## src/rtl/gpio_pkg.sv

```systemverilog
// Shared definitions for the Wishbone GPIO responder: bus widths, register
// indices and a byte-lane helper.
package gpio_pkg;

  localparam int WB_DW = 32;
  localparam int WB_AW = 5;

  typedef enum logic [2:0] {
    GPIO_DATA_IN  = 3'd0,
    GPIO_DATA_OUT = 3'd1,
    GPIO_DIR      = 3'd2,
    GPIO_IRQ_EN   = 3'd3,
    GPIO_IRQ_STAT = 3'd4,
    GPIO_EDGE_POL = 3'd5,
    GPIO_RSVD6    = 3'd6,
    GPIO_RSVD7    = 3'd7
  } gpio_reg_e;

  // Expands a byte-lane select into a bit mask over the data word.
  function automatic logic [WB_DW-1:0] lane_mask(input logic [WB_DW/8-1:0] sel);
    logic [WB_DW-1:0] m;
    m = '0;
    for (int b = 0; b < WB_DW / 8; b++) begin
      m[8*b +: 8] = {8{sel[b]}};
    end
    return m;
  endfunction

endpackage

```

## src/rtl/gpio_sync.sv

```systemverilog
// Multi-flop synchroniser bringing asynchronous pad inputs into the clk domain.
module gpio_sync #(
  parameter int WIDTH = 32,
  parameter int DEPTH = 2
) (
  input  logic             clk,
  input  logic             reset,
  input  logic [WIDTH-1:0] async_in,
  output logic [WIDTH-1:0] sync_out
);

  logic [WIDTH-1:0] stage_q [DEPTH];

  always_ff @(posedge clk or posedge reset) begin
    if (reset) begin
      for (int i = 0; i < DEPTH; i++) begin
        stage_q[i] <= '0;
      end
    end else begin
      stage_q[0] <= async_in;
      for (int i = 1; i < DEPTH; i++) begin
        stage_q[i] <= stage_q[i-1];
      end
    end
  end

  assign sync_out = stage_q[DEPTH-1];

endmodule

```

## src/rtl/gpio_wb_responder.sv

```systemverilog
// Wishbone-classic GPIO bank: output data/direction registers, synchronised
// pad sampling and per-line edge interrupts with write-1-to-clear status.
module gpio_wb_responder
  import gpio_pkg::*;
#(
  parameter int NGPIO      = 32,
  parameter int SYNC_DEPTH = 2
) (
  input  logic             clk,
  input  logic             reset,
  input  logic             wb_cyc_i,
  input  logic             wb_stb_i,
  input  logic             wb_we_i,
  input  logic [WB_AW-1:0] wb_adr_i,
  input  logic [3:0]       wb_sel_i,
  input  logic [WB_DW-1:0] wb_dat_i,
  output logic [WB_DW-1:0] wb_dat_o,
  output logic             wb_ack_o,
  input  logic [NGPIO-1:0] i_gpio,
  output logic [NGPIO-1:0] o_gpio,
  output logic [NGPIO-1:0] en_gpio,
  output logic             irq_o
);

  logic [NGPIO-1:0] s_in;
  logic [NGPIO-1:0] prev_q;
  logic [NGPIO-1:0] data_out_q;
  logic [NGPIO-1:0] dir_q;
  logic [NGPIO-1:0] irq_en_q;
  logic [NGPIO-1:0] irq_stat_q;
  logic [NGPIO-1:0] edge_pol_q;

  logic             req;
  logic             wr_req;
  logic             rd_req;
  gpio_reg_e        reg_idx;
  logic [WB_DW-1:0] lane_bits;
  logic [WB_DW-1:0] rd_data;
  logic [NGPIO-1:0] edge_hit;
  logic [NGPIO-1:0] w1c_clear;

  gpio_sync #(
    .WIDTH (NGPIO),
    .DEPTH (SYNC_DEPTH)
  ) u_sync (
    .clk      (clk),
    .reset    (reset),
    .async_in (i_gpio),
    .sync_out (s_in)
  );

  // A request is only taken while no ack is outstanding, so held strobes
  // complete every other cycle.
  assign req       = wb_cyc_i & wb_stb_i & ~wb_ack_o;
  assign wr_req    = req & wb_we_i;
  assign rd_req    = req & ~wb_we_i;
  assign reg_idx   = gpio_reg_e'(wb_adr_i[4:2]);
  assign lane_bits = lane_mask(wb_sel_i);

  function automatic logic [NGPIO-1:0] merge_lanes(input logic [NGPIO-1:0] old_val);
    logic [WB_DW-1:0] merged;
    merged = (WB_DW'(old_val) & ~lane_bits) | (wb_dat_i & lane_bits);
    return NGPIO'(merged);
  endfunction

  always_comb begin
    rd_data = '0;
    case (reg_idx)
      GPIO_DATA_IN:  rd_data = WB_DW'(s_in);
      GPIO_DATA_OUT: rd_data = WB_DW'(data_out_q);
      GPIO_DIR:      rd_data = WB_DW'(dir_q);
      GPIO_IRQ_EN:   rd_data = WB_DW'(irq_en_q);
      GPIO_IRQ_STAT: rd_data = WB_DW'(irq_stat_q);
      GPIO_EDGE_POL: rd_data = WB_DW'(edge_pol_q);
      default:       rd_data = '0;
    endcase
  end

  always_ff @(posedge clk or posedge reset) begin
    if (reset) begin
      wb_ack_o <= 1'b0;
      wb_dat_o <= '0;
    end else begin
      wb_ack_o <= req;
      wb_dat_o <= rd_req ? rd_data : '0;
    end
  end

  always_ff @(posedge clk or posedge reset) begin
    if (reset) begin
      data_out_q <= '0;
      dir_q      <= '0;
      irq_en_q   <= '0;
      edge_pol_q <= '0;
    end else if (wr_req) begin
      case (reg_idx)
        GPIO_DATA_OUT: data_out_q <= merge_lanes(data_out_q);
        GPIO_DIR:      dir_q      <= merge_lanes(dir_q);
        GPIO_IRQ_EN:   irq_en_q   <= merge_lanes(irq_en_q);
        GPIO_EDGE_POL: edge_pol_q <= merge_lanes(edge_pol_q);
        default:       ;
      endcase
    end
  end

  // prev_q tracks the synchronised data, so flipping EDGE_POL alone never
  // fabricates an edge.
  assign edge_hit  = (s_in & ~prev_q & ~edge_pol_q) | (~s_in & prev_q & edge_pol_q);
  assign w1c_clear = (wr_req && reg_idx == GPIO_IRQ_STAT) ? NGPIO'(wb_dat_i & lane_bits) : '0;

  always_ff @(posedge clk or posedge reset) begin
    if (reset) begin
      prev_q     <= '0;
      irq_stat_q <= '0;
    end else begin
      prev_q     <= s_in;
      irq_stat_q <= (irq_stat_q & ~w1c_clear) | edge_hit;
    end
  end

  assign o_gpio  = data_out_q;
  assign en_gpio = dir_q;
  assign irq_o   = |(irq_stat_q & irq_en_q);

endmodule
```

## config.mk

```make
export PLATFORM = sky130hd
export DESIGN_NAME = gpio_wb_responder
export DESIGN_NICKNAME = d
export VERILOG_FILES = /design/src/rtl/gpio_pkg.sv /design/src/rtl/gpio_sync.sv /design/src/rtl/gpio_wb_responder.sv
export SDC_FILE = /design/constraint.sdc
export NUM_CORES = 1
export LEC_CHECK = 0
export ABC_AREA = 0
export CAP_MARGIN = 10
export CELL_PAD_IN_SITES_DETAIL_PLACEMENT = 0
export CELL_PAD_IN_SITES_GLOBAL_PLACEMENT = 2
export CORE_UTILIZATION = 38
export DETAILED_ROUTE_END_ITERATION = 7
export GPL_ROUTABILITY_DRIVEN = 0
export PLACE_DENSITY_LB_ADDON = 0.1
export RECOVER_POWER = 50
export SKIP_CTS_REPAIR_TIMING = 1
export SKIP_LAST_GASP = 1
export SYNTH_ARGS = -nofsm -noshare
export SYNTH_HDL_FRONTEND = slang
export SYNTH_HIERARCHICAL = 1
export SYNTH_SLANG_ARGS = --single-unit
```

## constraint.sdc

```tcl
create_clock -name clk -period 8.43 [get_ports clk]
set_input_delay 1.686 -clock clk [delete_from_list [all_inputs] [get_ports clk]]
set_output_delay 1.686 -clock clk [all_outputs]
set_load 0.005 [all_outputs]
```

==> metrics.md <==
| Metric | Value |
|---|---|
| First-pass GRT wire length | 52.2 mm |
| Asr flop ratio synth | 100% |
| CP endpoint kind | flop |
| Placed cell area | 0.0140 mm² |
| R2R Path Start | wb_ack_o$_DFF_PP0_ |
| NumNets Final | 1108 |
| EDFF count, synth | 0 |
| I/O pin count | 176 |
| Post-route insts no fill | 1452 |
| H-tree levels | 2 |
| Final instance area | 0.0152 mm² |
| Multi-input gate area | 0.00443 mm² |
| Max cap viols | 1 |
| Peak supply drop | 0.112 mV |
| Initial antenna violation count | 1 |
| Final setup margin | 2.84 ns |
| Wire per inst | 23.3 µm |
| Hold path start | u_sync/stage_q[53]$_DFF_PP0_ |
| Cells after Synth | 880 |
| Hold Vio Cnt, Final | 0 |
| Yosys cell types | 38 |
| Via count | 7824 |
| Setup TNS | 0 ns |
| Outcome | finished with violations |
| Failing checks | capacitance limit, slew limit |
| Fillers | 2760 |
| DR pass1 iterations | 4 |
| Grt total ovfl | 0 |
| Initial core utilization | 39.0% |
| RSZ-0062 raised after global routing | no |
| Vias in the first global route | 8138 |
| Hold_ws | 0.346 ns |
| FMAX | 179 MHz |
| R2R setup slack | 6.29 ns |
| Total global-route track usage | 21.3% |
| Clock Path Buffers | 3 |
| TritonCTS buffer count | 35 |
| Hold Path Stages | 0 |
| Layout cells sized above 1 | 25.9% |
| Clock Skew | 0.00655 ns |
| P_leak | 6.62 nW |
| Worst Reg-to-Reg Cells | 3 |
| Hold endpoint | u_sync/sync_out[21]$_DFF_PP0_ |
| Worst-skew pair later-pin latency | 0.50 ns |
| Seq. cell area | 0.00723 mm² |
| CTS tree | built |
| Slew Limit Fails | 51 |
| # placed instances | 1389 |
| Final wirelength | 33.9 mm |
| Clock-pin transition on the worst setup and hold timing paths | 0.06 ns |
| Post-route ant nets | 0 |
| Detailed placement HPWL | 21.9 mm |
| Largest fanout on the critical path | 50 |
| Dominant synthesized flop cell | dfrtp_1 |
| CP Data Arrival Time | 6.00 ns |
| Fin crit share | 66.3% |
| Syn_nets | 958 |
| Post-synthesis sequential area ratio | 59.8% |
| Clk sinks | 289 |
| Die ar. | 0.0326 mm² |
| Die H | 180 µm |
| Site Rows | 64 |
| Pre-CTS setup slack | 3.96 ns |
| P&R area growth vs syn | 26.0% |
| CP startpoint kind | input pin |
| Min cycle time layout | 5.59 ns |
| Pwr dens | 234 mW/mm² |
| CORE AREA | 0.0310 mm² |
| Clock root buffer | clkbuf_16 |
| Pwr Total | 3.57 mW |
| Slew headroom | -103% |
| Initial DRC Count | 483 |
| Buffers on Ports | 173 |
| Mapped Area | 0.0121 mm² |
| Least-Margin Pin Slew | 3.04 ns |
| Type of the worst min-delay path | flop to flop |
| Finished Core Util | 49.2% |
| Routed vias/inst | 5.39 |
| WP data required | 8.84 ns |
| Synth warn | 6 |
| Drt drc | 0 |
| FF+latch count, synth | 289 |
| Pin count of the biggest net entering global routing | 115 |
| ANT cells | 0 |
| Critical path type | input pin to flop |
| Synth Area per Inst | 13.8 µm² |
| Finish-stage setup viols | 0 |
| Die Wd | 180 µm |
[power breakdown]
part | total, mW | internal [mW] | switching, mW | leakage [nW]
sequential | 1.58 | 1.49 | 0.0891 | 3.57
clock | 1.61 | 1.03 | 0.585 | 0.618
combinational | 0.384 | 0.217 | 0.166 | 2.43
[metal layers]
| metal | share of wire, % | track usage [%] | vias up |
|---|---|---|---|
| li1 | - | - | 3534 |
| met1 | 48 | 31.4 | 4010 |
| met2 | 45 | 33.0 | 243 |
| met3 | 4.8 | 3.58 | 35 |
| met4 | 1.4 | 4.82 | 2 |
| met5 | 0.053 | 0 | - |
[cells by family (layout without fill, tap and decap cells)]
| kind of cell | Yosys count | after routing | synth area share [%] |
|---|---|---|---|
| compound gates | 165 | 165 | 10.1 |
| buf+inv | 75 | 251 | 3.67 |
| flops | 289 | 289 | 59.8 |
| mux | 192 | 192 | 18.1 |
| simple gates | 159 | 159 | 8.31 |
[synth_stat cells (all sizes together) (3+ instances only)]
cell type	number	share of area, %
nor2b	35	1.8
dfrtp	289	60
a22oi	45	2.8
nand3	5	0.21
nor2	5	0.16
or4b	4	0.33
a21oi	11	0.45
a31oi	3	0.16
a221oi	4	0.29
nor3	16	1.7
nand2b	36	1.9
a211o	33	2.4
nand4	4	0.21
a311oi	3	0.22
mux4	4	0.74
nand3b	3	0.19
buf	53	3.0
mux2i	12	0.99
mux2	176	16
a32oi	7	0.51
clkbuf	19	0.59
nand2	44	1.4
o22ai	45	2.3
a2bb2oi	11	0.80
inv	3	0.093
[how the worst max path moves through the flow]
stage	startpoint	end	cells past startpoint
finish	wb_adr_i[2]	wb_dat_o[16]$_DFF_PP0_	6
global route	wb_adr_i[2]	wb_dat_o[16]$_DFF_PP0_	6
CTS	irq_stat_q[21]$_DFF_PP0_	irq_o	4
detailed placement	wb_adr_i[2]	wb_dat_o[16]$_DFF_PP0_	6
global placement	wb_adr_i[2]	wb_dat_o[16]$_DFF_PP0_	6
floorplan	reset	async pin	1
[critical path, cell delays in order]
cell and delay [ns]:
buf_2 0.38, clkbuf_1 2.19, nor2b_2 1.02, buf_4 0.35, a32oi_1 0.08, a21oi_1 0.24
[cells in the final DEF, fill, tap and decap left out, types with 5 or more instances in the layout]
cell	n
a2bb2oi_1	11
o22ai_1	45
a21oi_1	11
nor3_4	8
buf_4	11
nand3_1	5
nor3_2	8
mux2_2	174
a32oi_1	7
clkbuf_8	12
a211o_1	33
dlygate4sd3_1	98
nand2_1	44
nor2_1	5
clkbuf_16	37
nand2b_1	36
mux2i_1	12
clkdlybuf4s50_1	72
dfrtp_1	289
a22oi_1	45
nor2b_1	33
[cell type report]
cell class | count | area share [%]
clock inverter | 11 | 1.07
multi-input combinational | 516 | 29.1
sequential | 289 | 47.4
timing repair buffer | 185 | 11.8
tap | 396 | 3.25
inverter | 3 | 0.131
clock buffer | 52 | 7.23
(Power assumes the default switching activity.)
